$ cat config.mk
export PLATFORM = sky130hd
export DESIGN_NAME = sqrt_sweep_driver
export DESIGN_NICKNAME = d
export VERILOG_FILES = /design/src/rtl/sqrt_drv_pkg.sv /design/src/rtl/sqrt_result_check.sv /design/src/rtl/sqrt_sweep_driver.sv
export SDC_FILE = /design/constraint.sdc
export NUM_CORES = 1
export LEC_CHECK = 0
export CORE_ASPECT_RATIO = 1.5
export CORE_MARGIN = 10
export CORE_UTILIZATION = 40
export DETAILED_ROUTE_END_ITERATION = 16
export GPL_TIMING_DRIVEN = 1
export HOLD_SLACK_MARGIN = 0.08
export PLACE_DENSITY_LB_ADDON = 0.15
export SKIP_CTS_REPAIR_TIMING = 1
export SKIP_LAST_GASP = 1
export SYNTH_ARGS = -nofsm -noshare
export SYNTH_HDL_FRONTEND = slang
export SYNTH_SLANG_ARGS = --single-unit
$ cat constraint.sdc
create_clock -name clk -period 12.2 [get_ports clk]
set_input_delay 2.44 -clock clk [delete_from_list [all_inputs] [get_ports clk]]
set_output_delay 2.44 -clock clk [all_outputs]
set_load 0.05 [all_outputs]
$ cat src/rtl/sqrt_drv_pkg.sv
// Shared types and constants for the square-root sweep driver.
package sqrt_drv_pkg;

  localparam int unsigned OPER_W  = 8;
  localparam int unsigned ROOT_W  = 4;
  localparam int unsigned HOLDOFF = 2;

  typedef enum logic [2:0] {
    StIdle,
    StRead,
    StLatch,
    StStart,
    StWait,
    StCheck,
    StNext,
    StDone
  } state_e;

endpackage

$ cat src/rtl/sqrt_result_check.sv
// Combinational check that r is the integer square root of n: r*r <= n < (r+1)*(r+1).
module sqrt_result_check
  import sqrt_drv_pkg::*;
(
  input  logic [OPER_W-1:0] n,
  input  logic [ROOT_W-1:0] r,
  output logic              ok
);

  // One bit wider than the operand so (15+1)^2 = 256 does not wrap.
  logic [OPER_W:0] r_ext;
  logic [OPER_W:0] n_ext;
  logic [OPER_W:0] sq_lo;
  logic [OPER_W:0] sq_hi;

  always_comb begin
    r_ext = {{(OPER_W + 1 - ROOT_W){1'b0}}, r};
    n_ext = {1'b0, n};
    sq_lo = r_ext * r_ext;
    sq_hi = (r_ext + (OPER_W + 1)'(1)) * (r_ext + (OPER_W + 1)'(1));
    ok    = (sq_lo <= n_ext) && (sq_hi > n_ext);
  end

endmodule

$ cat src/rtl/sqrt_sweep_driver.sv
// Sweeps DEPTH operands through the square-root unit and checks every result.
// Optional SQRT_TIMEOUT_EN bounds each wait for done to TIMEOUT cycles.
module sqrt_sweep_driver
  import sqrt_drv_pkg::*;
#(
  parameter int unsigned DEPTH   = 16,
  parameter int unsigned ADDR_W  = 4,
  parameter int unsigned TIMEOUT = 64
) (
  input  logic              clk,
  input  logic              rst,
  input  logic              go,
  output logic [ADDR_W-1:0] mem_addr,
  input  logic [OPER_W-1:0] mem_data,
  output logic              sq_start,
  output logic [OPER_W-1:0] sq_n,
  input  logic              sq_done,
  input  logic [ROOT_W-1:0] sq_root,
  output logic              busy,
  output logic              pass,
  output logic              fail,
  output logic [ADDR_W:0]   err_count,
  output logic [OPER_W-1:0] fail_n
);

  localparam int unsigned HOLD_W = $clog2(HOLDOFF + 1);
  localparam logic [ADDR_W-1:0] LastIdx = ADDR_W'(DEPTH - 1);
  localparam logic [ADDR_W:0]   ErrMax  = '1;

  state_e            state_q;
  logic [ROOT_W-1:0] root_q;
  logic [HOLD_W-1:0] hold_q;
  logic              ok;

`ifdef SQRT_TIMEOUT_EN
  localparam int unsigned TO_W = $clog2(TIMEOUT + 1);
  logic [TO_W-1:0] to_q;
`endif

  sqrt_result_check u_check (
    .n  (sq_n),
    .r  (root_q),
    .ok (ok)
  );

  // mem_addr doubles as the sweep index so the address is valid in READ.
  always_ff @(posedge clk) begin
    if (rst) begin
      state_q   <= StIdle;
      mem_addr  <= '0;
      sq_start  <= 1'b0;
      sq_n      <= '0;
      busy      <= 1'b0;
      pass      <= 1'b0;
      fail      <= 1'b0;
      err_count <= '0;
      fail_n    <= '0;
      root_q    <= '0;
      hold_q    <= '0;
`ifdef SQRT_TIMEOUT_EN
      to_q      <= '0;
`endif
    end else begin
      sq_start <= 1'b0;
      unique case (state_q)
        StIdle: begin
          if (go) begin
            pass      <= 1'b0;
            fail      <= 1'b0;
            err_count <= '0;
            fail_n    <= '0;
            mem_addr  <= '0;
            busy      <= 1'b1;
            state_q   <= StRead;
          end
        end
        StRead:  state_q <= StLatch;
        StLatch: begin
          sq_n     <= mem_data;
          sq_start <= 1'b1;
          state_q  <= StStart;
        end
        StStart: begin
          hold_q  <= '0;
`ifdef SQRT_TIMEOUT_EN
          to_q    <= '0;
`endif
          state_q <= StWait;
        end
        StWait: begin
`ifdef SQRT_TIMEOUT_EN
          to_q <= to_q + TO_W'(1);
`endif
          // A stale done may linger for one cycle after start; ignore it.
          if (hold_q != HOLD_W'(HOLDOFF)) begin
            hold_q <= hold_q + HOLD_W'(1);
          end else if (sq_done) begin
            root_q  <= sq_root;
            state_q <= StCheck;
          end
`ifdef SQRT_TIMEOUT_EN
          if (!(hold_q == HOLD_W'(HOLDOFF) && sq_done) && to_q == TO_W'(TIMEOUT - 1)) begin
            if (err_count != ErrMax) err_count <= err_count + (ADDR_W + 1)'(1);
            if (err_count == '0)     fail_n    <= sq_n;
            state_q <= StNext;
          end
`endif
        end
        StCheck: begin
          if (!ok) begin
            if (err_count != ErrMax) err_count <= err_count + (ADDR_W + 1)'(1);
            if (err_count == '0)     fail_n    <= sq_n;
          end
          state_q <= StNext;
        end
        StNext: begin
          if (mem_addr == LastIdx) begin
            state_q <= StDone;
          end else begin
            mem_addr <= mem_addr + ADDR_W'(1);
            state_q  <= StRead;
          end
        end
        StDone: begin
          pass    <= (err_count == '0);
          fail    <= (err_count != '0);
          busy    <= 1'b0;
          state_q <= StIdle;
        end
        default: state_q <= StIdle;
      endcase
    end
  end

endmodule

Yosys cells after proc, flatten, opt, wreduce, memory -nomap -nowiden
Index checks and enable logic that the tools add are counted.

storage, ports and cells
  register bits = 38
  bits of input ports = 16
  output and inout port bits = 29

operators by class
  add/subtract/negate cells = 4
  $mul = 2
  order comparisons = 2
  equality and inequality tests = 18
  muxes and demuxes = 24
  bitwise operators = 1
  reduce and logical (&&, ||, !) cells = 15

operators by type and width
  cell                   count
  $mux W8                3
  $pmux W3 S8            1
  $ne A2 B2 Y1 const B   9
  $pmux W8 S2            1
  $mux W5                3
  $eq A3 B3 Y1 const B   4
  $mux W3                4
  $pmux W5 S2            1
  $gt A9 B8 Y1           1
  $mul A9 B9 Y9          1
  $reduce_and A3 Y1      3
  $le A8 B8 Y1           1
  $mul A4 B4 Y8          1
  $mux W4                2
  $pmux W4 S2            1
  $reduce_and A4 Y1      2
  $reduce_bool A2 Y1     4
  $eq A3 B2 Y1 const B   2
  $pmux W1 S2            3
  $add A4 B1 Y5 const B  1
  $add A5 B1 Y5 const B  1
  $logic_not A5 Y1       1
  $ne A5 B5 Y1 const B   1
  $reduce_bool A5 Y1     1
  11 further kinds       14

Longest topological paths before layout
Gate-level depths: netlist of the first run.

  depth in word-level cells = 6
  mapped depth = 21
  mapped depth without buffers = 20

Cells and area by module
From an unflattened synthesis of the first run, not the netlist that was laid out.

unflattened totals
  cells, all modules = 314
  area total of the unflattened synthesis = 2,750.1 um^2

by module, submodules not included
  module             instances  cells each  area an instance (um^2)
  sqrt_sweep_driver  1          194         1,781.7
  sqrt_result_check  1          120         968.4

Worst setup path after synthesis of the first run
Ideal clock, no wire load.

  kind = reg-to-reg
  from = register root_q[0]
  to = register err_count[0]
  library setup time = 0.123 ns
  arrival = 5.028 ns
  required time = 12.077 ns
  slack = 7.049 ns
  cell stages (with the launch flop) = 20
  path buffers = 0
  cell sequence = dfxtp_1 > inv_1 > ha_1 > or2_2 > fa_1 > fa_1 > inv_1 > ha_1 > a41o_1 > ha_1 > inv_1 > o21bai_1 > a21oi_1 > xnor2_1 > ha_1 > and3_1 > or3b_2 > a21oi_1 > o2bb2ai_2 > mux2_1

between the ends
  word-level cells in the longest chain between the ends = 6
  elaborated cells on any way between the ends = 8

RTL lines
  what                             line                      source
  start: declaration               sqrt_sweep_driver.sv:31   logic [ROOT_W-1:0] root_q;
  start signal: assignment         sqrt_sweep_driver.sv:98   root_q <= sq_root;
  $add A4 B1 Y5                    sqrt_result_check.sv:20   sq_hi = (r_ext + (OPER_W + 1)'(1)) * (r_ext + (OPER_W + 1)'(1));
  $mul A9 B9 Y9                    sqrt_result_check.sv:20
  $gt A9 B8 Y1                     sqrt_result_check.sv:21   ok = (sq_lo <= n_ext) && (sq_hi > n_ext);
  $logic_and A1 B1 Y1 (*)          sqrt_result_check.sv:21
  $ne A2 B2 Y1 (no line) (*)       --
  $reduce_and A4 Y1 (no line) (*)  --
  end signal: assignment           sqrt_sweep_driver.sv:111  if (err_count != ErrMax) err_count <= err_count + (ADDR_W + 1)'(1);
  end: declaration                 sqrt_sweep_driver.sv:22   output logic [ADDR_W:0] err_count,

Every way passes the cells marked *; elsewhere a longest branch is shown, timed or not.
A chain may end at the register's enable or synchronous reset.

Worst setup path after layout of the first run
  from = register root_q[2]
  to = register err_count[0]

Same word-level chain as after synthesis.

==> results of run 1 <==
## worst reg2reg max path, cell delays in order (launching register included)
cell and delay [ns]:
dfxtp_1 0.51, nand2_1 0.18, nor2_1 0.24, xnor2_1 0.14, or2_2 0.34, fa_1 0.50, fa_1 0.52, inv_1 0.04
ha_1 0.28, a41o_1 0.23, ha_1 0.32, inv_1 0.08, o21bai_1 0.07, a21oi_1 0.19, xnor2_1 0.09, ha_1 0.29
and3_1 0.16, or3b_2 0.50, a21oi_1 0.18, o2bb2ai_2 0.22, mux2_1 0.35
## power by group
group / total (mW) / leakage (nW) / internal [mW] / switching [mW]
registers: 0.131 / 0.307 / 0.127 / 0.00424
logic: 0.0449 / 0.981 / 0.0188 / 0.0261
clock network: 0.133 / 0.0683 / 0.0820 / 0.0514
## cell type report
cell class	instances	area, um2	area share, %
Sequential cell	38	761	22.9
Multi-Input combinational cell	230	1760	53.2
Clock inverter	3	68.8	2.07
Inverter	30	113	3.39
Clock buffer	5	68.8	2.07
Tap cell	76	95.1	2.87
Timing Repair Buffer	45	448	13.5
## worst max path at each step
stage	endpoint	slack [ns]	cells past startpoint
after floorplan	err_count[0]$_SDFFE_PP0P_	7.05	19
after global placement	err_count[0]$_SDFFE_PP0P_	6.83	19
after detailed placement	err_count[0]$_SDFFE_PP0P_	6.71	20
after CTS	err_count[0]$_SDFFE_PP0P_	6.67	20
after global routing	err_count[0]$_SDFFE_PP0P_	6.23	20
final	err_count[0]$_SDFFE_PP0P_	6.68	20
## layout by cell type, fill, tap and decap left out, drive strengths merged, types with 2 or more instances in the layout
cell / netlist / final
a31oi: 3 / 3
a211oi: 3 / 3
and2: 2 / 2
bufinv: 0 / 2
xnor2: 8 / 8
o2bb2ai: 9 / 9
or2: 2 / 2
o21ai: 7 / 7
and3: 4 / 4
a311oi: 2 / 2
a21o: 3 / 3
o211ai: 2 / 2
ha: 35 / 35
o21a: 2 / 2
nand3b: 4 / 4
dfxtp: 38 / 38
or3b: 2 / 2
xor2: 3 / 3
nand3: 16 / 16
clkdlybuf4s50: 0 / 44
nand2: 13 / 13
nand4: 2 / 2
a32o: 2 / 2
mux2i: 14 / 14
nand2b: 3 / 3
nor3: 7 / 7
a21oi: 21 / 21
nor2: 32 / 32
inv: 30 / 30
clkbuf: 5 / 5
fa: 3 / 3
nand4b: 2 / 2
nor4b: 3 / 3
nor2b: 7 / 7
## metal layers
layer  vias to the layer above  routed length (um)  part of all wire [%]  global-route usage (%)
li1                       1175                   -                     -                       -
met1                      1073                2600                    38                    13.6
met2                        36                3780                    56                    25.5
met3                        10                 299                   4.4                    2.76
met4                         0                 105                   1.5                    3.96
met5                         -                   0                     0                       0
## metrics by stage
stage	hold slack, ns	instance area, um2
floorplan	0.499	2690
global placement	0.447	3180
detailed placement	0.450	3180
CTS	0.463	3320
global route	0.492	3320
finish	0.459	3320
## cells by family after synthesis
logic type | count (synthesis) | synth area share [%]
AOI/OAI and AO/OA | 61 | 16.7
xor gates and xnor gates | 11 | 3.58
adders and majority gates | 38 | 18.5
buffers and inverters | 41 | 6.14
DFF | 38 | 28.3
muxes | 15 | 5.63
other | 1 | 0.139
and+or+nand+nor | 104 | 21.1
## flip-flops by register name (all words and copies together), names as in the netlist
name and cells:
sq_n 8, sq_start 1, err_count 5, fail 1, busy 1, mem_addr 4
hold_q 2, fail_n 8, pass 1, state_q 3, root_q 4
==> results by group, run 1 <==
Cells and area
  • Share of cells above drive strength 1: 5.70%
  • ANT cells: 0
  • Filler cells: approximately 670
  • Final Non-Filler Cells: 427
  • Fin util: between 50% and 60%
  • Syn-to-layout area delta: 23.3%
  • Final nets: ~400

Global route
  • Maximum number of pins on one net before global-route repair: 32
  • Global route overflow: 0
  • Antenna violations before repair: 0
  • First-pass GRT wire length: around 11000 um
  • Number of global-route vias before repair: 2364
  • Tot GR Track Use: 13.3%

Power
  • Total power: 309 uW
  • LEAKAGE: around 1.4 nW
  • Max VDD drop: around 0.051 mV
  • Pwr dens: 93.2 nW/um2

Detailed routing
  • Routed wire per std cell: ~16 um
  • Routed via count: ~2300
  • 1st-iter DRT viols: 57
  • DRT Pass-1 Iters: 4
  • Via density: roughly 5.4
  • Post-route antenna net violation count: 0
  • Total wire length: 6780 um
  • Residual DRC: 0

Synthesis
  • Synth top area share: roughly 28%
  • Yosys warns: 0
  • Synth cell count leaders: 38 x dfxtp_1, 35 x ha_1, 31 x nor2_1
  • Net count after synthesis: between 300 and 400
  • Post-synth top flop: dfxtp_1
  • Synth Cell Area: between 2000 and 3000 um2
  • Sequential share of the synthesized area: roughly 28%
  • Largest area contributor in the netlist: dfxtp_1
  • Cell variety after synth: 58
  • Syn_area_per_cell: 8.71 um2
  • Post-Syn Instances: slightly above 300
  • Number of flops mapped to enable cells by yosys: 0
  • Synth area leaders: dfxtp_1 28%, ha_1 16%, mux2i_1 5.2%
  • Count leader, synth: dfxtp_1
  • Post-synth ARST share: 0%
  • Yosys reg bits: 38

Die
  • Cell row count: 36
  • Die area: 10500 um2
  • Initial Util: 41.2%
  • Die width: a little under 90 um
  • CORE AREA: 6530 um2
  • Die Y: approximately 120 um
  • Top Ports: 45

STA
  • Unrepaired setup endpoints after global routing: false
  • Final min period: about 5.5 ns
  • Post-route clock period utilization: between 40% and 50%
  • Max-slew headroom: 28.5%
  • # setup viols final: 0
  • Worst-Margin Slew: ~1.1 ns
  • Minimum setup slack in the final design: 6.68 ns
  • Clock Skew: ~0.0052 ns
  • Setup TNS: 0 ns
  • Slew Viols, Final: 0
  • Final hold vios: 0
  • Fmax: ~180 MHz

Worst hold path
  • Hold path start: busy$_SDFFE_PP0P_
  • Hold Crit Depth: 2
  • Tightest Hold Check Type: flip-flop to flip-flop
  • Hold endpoint: busy$_SDFFE_PP0P_

Worst setup path
  • Cell with the most instances on the worst path: ha_1
  • Reg-to-reg critical path startpoint: root_q[2]$_SDFFE_PP0P_
  • Worst path slowest cell: fa_1
  • Crit path max-delay family: adder cells
  • Setup Crit Path Kind: flip-flop to flip-flop
  • Worst setup path startpoint: root_q[2]$_SDFFE_PP0P_
  • Crit-path cells: nand2_1 -> nor2_1 -> xnor2_1 -> or2_2 -> fa_1 -> fa_1 -> inv_1 -> ha_1 -> a41o_1 -> ha_1 -> inv_1 -> o21bai_1 -> a21oi_1 -> xnor2_1 -> ha_1 -> and3_1 -> or3b_2 -> a21oi_1 -> o2bb2ai_2 -> mux2_1
  • CP peak stage delay: 0.52 ns
  • Crit Reg-Reg Endpoint: err_count[0]$_SDFFE_PP0P_
  • Worst Path Max Fanout: 9
  • R2R Setup Slk: between 6 and 7 ns
  • Endpoint class of the critical path: flip-flop
  • CP required: around 12 ns
  • Critical path buffers and inverters: 2
  • R2R depth: 20
  • Setup crit start kind: flip-flop
  • CP Data Arrival Time: around 5.7 ns

Placed design
  • Dpl hpwl: between 5000 and 6000 um
  • Dpl cells: between 400 and 500
  • Pre-CTS WS: around 6.7 ns
  • Gpl congestion: between 0.8 and 0.9
  • Port-buffer cells: 44

Flow run
  • Max-cap violations: 0

Run status
  • Status: completed

Clocking
  • # clock sinks: 38
  • Root Buffer: clkbuf_8
  • H-tree depth: 2
  • Clock transition at the registers of the reported paths: 0.08 ns
  • TritonCTS clock tree: done
  • Insertion delay to the later sink of the worst-skew pair: about 0.30 ns
  • CTS Buffer Depth: 2
  • Num CTS Buffers: 5
No activity file was read; power rests on OpenSTA's default activity.
==> inputs of run 2 (changes only) <==
- clock period: 12.2 -> 4.5 ns (I/O delays scaled with it)
==> run 2 against run 1 <==
  * The flow now finishes with violations (negative setup slack)
  * Clock skew rose by 0.0027 ns
  * Final cell count increased by 5.2%
  * Clock power is 110% higher
  * Final area is 8.0% higher
  * Die area is the same
  * Flip-flop and latch count did not move
  * Non-clock buffer count rose by 23
  * Combinational power grew to 3.0 times the previous value
  * Hold slack improved by 0.0077 ns
  * Sequential power rose to 2.7 times the previous value
  * Register-to-register slack worse by 6.9 ns
  * Utilization up 4.1 points
  * Critical path type unchanged
  * Largest power group is now registers
==> results by group, run 2 (synthesized netlist as in run 1, its figures left out) <==
Run status
  • Status: finished, violations left
  • Violated checks: negative setup slack

STA
  • Hold_ws: 0.467 ns (+0.00770 ns)
  • Final hold vios: 0 (unchanged)
  • # setup viols final: 13 (+13)
  • Setup TNS: -1.71 ns (-1.71 ns)
  • Max-slew headroom: 34.8% (+6.3 points)
  • Minimum setup slack in the final design: -0.191 ns (-6.87 ns)
  • Final min period: 4.69 ns (-0.833 ns)
  • Fmax: 213 MHz (+18%)
  • Unrepaired setup endpoints after global routing: true
  • Worst-Margin Slew: 0.971 ns (-0.0935 ns)
  • Slew Viols, Final: 0 (unchanged)
  • Clock Skew: 0.00784 ns (+0.00269 ns)
  • Post-route clock period utilization: 104% (+59 points)

Die
  • Die area: 10500 um2 (unchanged)
  • Cell row count: 36 (unchanged)
  • Die Y: 120 um (unchanged)
  • CORE AREA: 6530 um2 (unchanged)
  • Top Ports: 45 (unchanged)
  • Die width: 87.0 um (unchanged)
  • Initial Util: 41.2% (unchanged)

Cells and area
  • Multi-input logic area: 1870 um2 (+6.2%)
  • Filler cells: 643 (-3.5%)
  • Share of cells above drive strength 1: 15.8% (+10 points)
  • Syn-to-layout area delta: 33.3%
  • Commonest non-fill, non-tap cell in the layout: clkdlybuf4s50_1
  • Fin util: 54.9% (+4.1 points)
  • Most frequent cells in the layout: 44 x clkdlybuf4s50_1, 35 x dfxtp_1, 32 x ha_1, 30 x nor2_1, 27 x inv_1
  • Final nets: 427 (+5.7%)
  • Registers with the most flip-flops: fail_n x8, sq_n x8, err_count x5
  • ANT cells: 0 (unchanged)
  • Final Non-Filler Cells: 449 (+5.2%)
  • Storage element area: 769 um2 (+1.2%)

Worst setup path
  • Worst Path Max Fanout: 4 (-5)
  • CP Data Arrival Time: 4.88 ns (-0.83 ns)
  • R2R Setup Slk: -0.19 ns (-6.87 ns)
  • Endpoint class of the critical path: flip-flop
  • CP required: 4.69 ns (-7.70 ns)
  • Crit Reg-Reg Endpoint: err_count[0]$_SDFFE_PP0P_
  • Setup crit start kind: flip-flop
  • Setup Crit Path Kind: flip-flop to flip-flop
  • R2R depth: 19 (-5.0%)
  • Reg-to-reg critical path startpoint: root_q[0]$_SDFFE_PP0P_

Power
  • Max VDD drop: 0.129 mV (+150%)
  • Pwr dens: 215 nW/um2 (+130%)
  • LEAKAGE: 1.48 nW (+9.4%)

Worst hold path
  • Hold Crit Depth: 2 (unchanged)
  • Hold endpoint: busy$_SDFFE_PP0P_
  • Hold path start: busy$_SDFFE_PP0P_
  • Tightest Hold Check Type: flip-flop to flip-flop

Detailed routing
  • Routed via count: 2391 (+4.2%)
  • Post-route antenna net violation count: 0 (unchanged)
  • 1st-iter DRT viols: 75 (+32%)
  • Via density: 5.33 (-0.88%)
  • DRT Pass-1 Iters: 4 (unchanged)
  • Routed wire per std cell: 15.8 um (-0.80%)
  • Highest metal used: met4
  • M1 wire length: 2740 um (+5.6%)
  • Residual DRC: 0 (unchanged)
  • Routed met3 length: 175 um (-41%)
  • Met2 wire len: 4050 um (+7.2%)
  • Total wire length: 7070 um (+4.3%)

Clocking
  • Root Buffer: clkbuf_8
  • H-tree depth: 2 (unchanged)
  • Num CTS Buffers: 5 (unchanged)
  • Clock transition at the registers of the reported paths: 0.08 ns (about the same)
  • Insertion delay to the later sink of the worst-skew pair: 0.29 ns (about the same)
  • TritonCTS clock tree: done
  • CTS Buffer Depth: 2 (unchanged)
  • # clock sinks: 38 (unchanged)

Flow run
  • Max-cap violations: 0 (unchanged)

Global route
  • First-pass GRT wire length: 11900 um (+4.9%)
  • Tot GR Track Use: 13.8% (+0.54 points)
  • Maximum number of pins on one net before global-route repair: 32 (unchanged)
  • Global route overflow: 0 (unchanged)
  • Number of global-route vias before repair: 2463 (+4.2%)
  • Antenna violations before repair: 0 (unchanged)

Placed design
  • Port-buffer cells: 44 (unchanged)
  • Dpl hpwl: 5680 um (+5.2%)
  • Dpl cells: 440 (+5.0%)
  • Gpl congestion: 0.799 (-7.2%)
  • Pre-CTS WS: -0.249 ns (-6.95 ns)
==> run 2: cell types whose count changed in the layout (fill, tap and decap cells not counted), moves of 2 or more <==
cell and change:
inv_2 +2, xnor2_1 -2, xnor2_2 +2, inv_1 -3, dfxtp_1 -3, a21oi_1 -2
ha_1 -3, dfxtp_4 +2, buf_4 +22, ha_4 +3, bufinv_16 -2
==> run 2: cell type report <==
type | instances | area share [%]
repair buffers | 68 | 17.4
well taps | 76 | 2.65
flip-flops and latches | 38 | 21.5
clock buffers | 7 | 3.00
inverters | 30 | 3.21
multi-input cells | 230 | 52.3
==> run 2: metrics by stage <==
stage               total power [mW]  instance area [um2]
floorplan                      0.448                 2790
CTS                            0.774                 3540
global placement               0.493                 3430
detailed placement             0.494                 3430
finish                         0.769                 3580
global route                   0.807                 3580
==> run 2: worst max-delay path, stage by stage, from the launching register on <==
cell       delay [ns]
dfxtp_4          0.37
inv_4            0.08
ha_4             0.20
or2_4            0.25
fa_1             0.48
fa_1             0.57
inv_2            0.05
ha_4             0.20
a41o_1           0.24
ha_4             0.29
inv_2            0.03
o21bai_1         0.14
a21oi_1          0.09
xnor2_1          0.13
ha_1             0.29
and3_4           0.17
or3b_4           0.41
a21oi_4          0.16
o2bb2ai_4        0.14
mux2_4           0.30
==> run 2: metal layers <==
metal | vias up | track usage [%]
li1 | 1222 | -
met1 | 1138 | 14.4
met2 | 24 | 26.4
met3 | 7 | 2.35
met4 | 0 | 4.57
met5 | - | 0
==> run 2: power breakdown <==
part	leakage (nW)	internal (mW)	total, mW	switching (mW)
sequential	0.309	0.342	0.355	0.0123
combinational	1.12	0.0592	0.134	0.0750
clock	0.0555	0.155	0.281	0.125
total	1.48	0.557	0.769	0.213
==> run 2: how the worst max path moves through the flow <==
stage                                 startpoint                         to  slack, ns  depth (start not counted)
final                     root_q[0]$_SDFFE_PP0P_  err_count[0]$_SDFFE_PP0P_      -0.19                         19
after global routing      root_q[0]$_SDFFE_PP0P_  err_count[0]$_SDFFE_PP0P_      -0.36                         19
after CTS                 root_q[1]$_SDFFE_PP0P_     fail_n[1]$_SDFFE_PP0P_      -0.31                         20
after detailed placement  root_q[1]$_SDFFE_PP0P_     fail_n[0]$_SDFFE_PP0P_      -0.25                         20
after global placement    root_q[1]$_SDFFE_PP0P_     fail_n[7]$_SDFFE_PP0P_      -0.15                         20
after floorplan           root_q[2]$_SDFFE_PP0P_  err_count[0]$_SDFFE_PP0P_      -0.18                         21
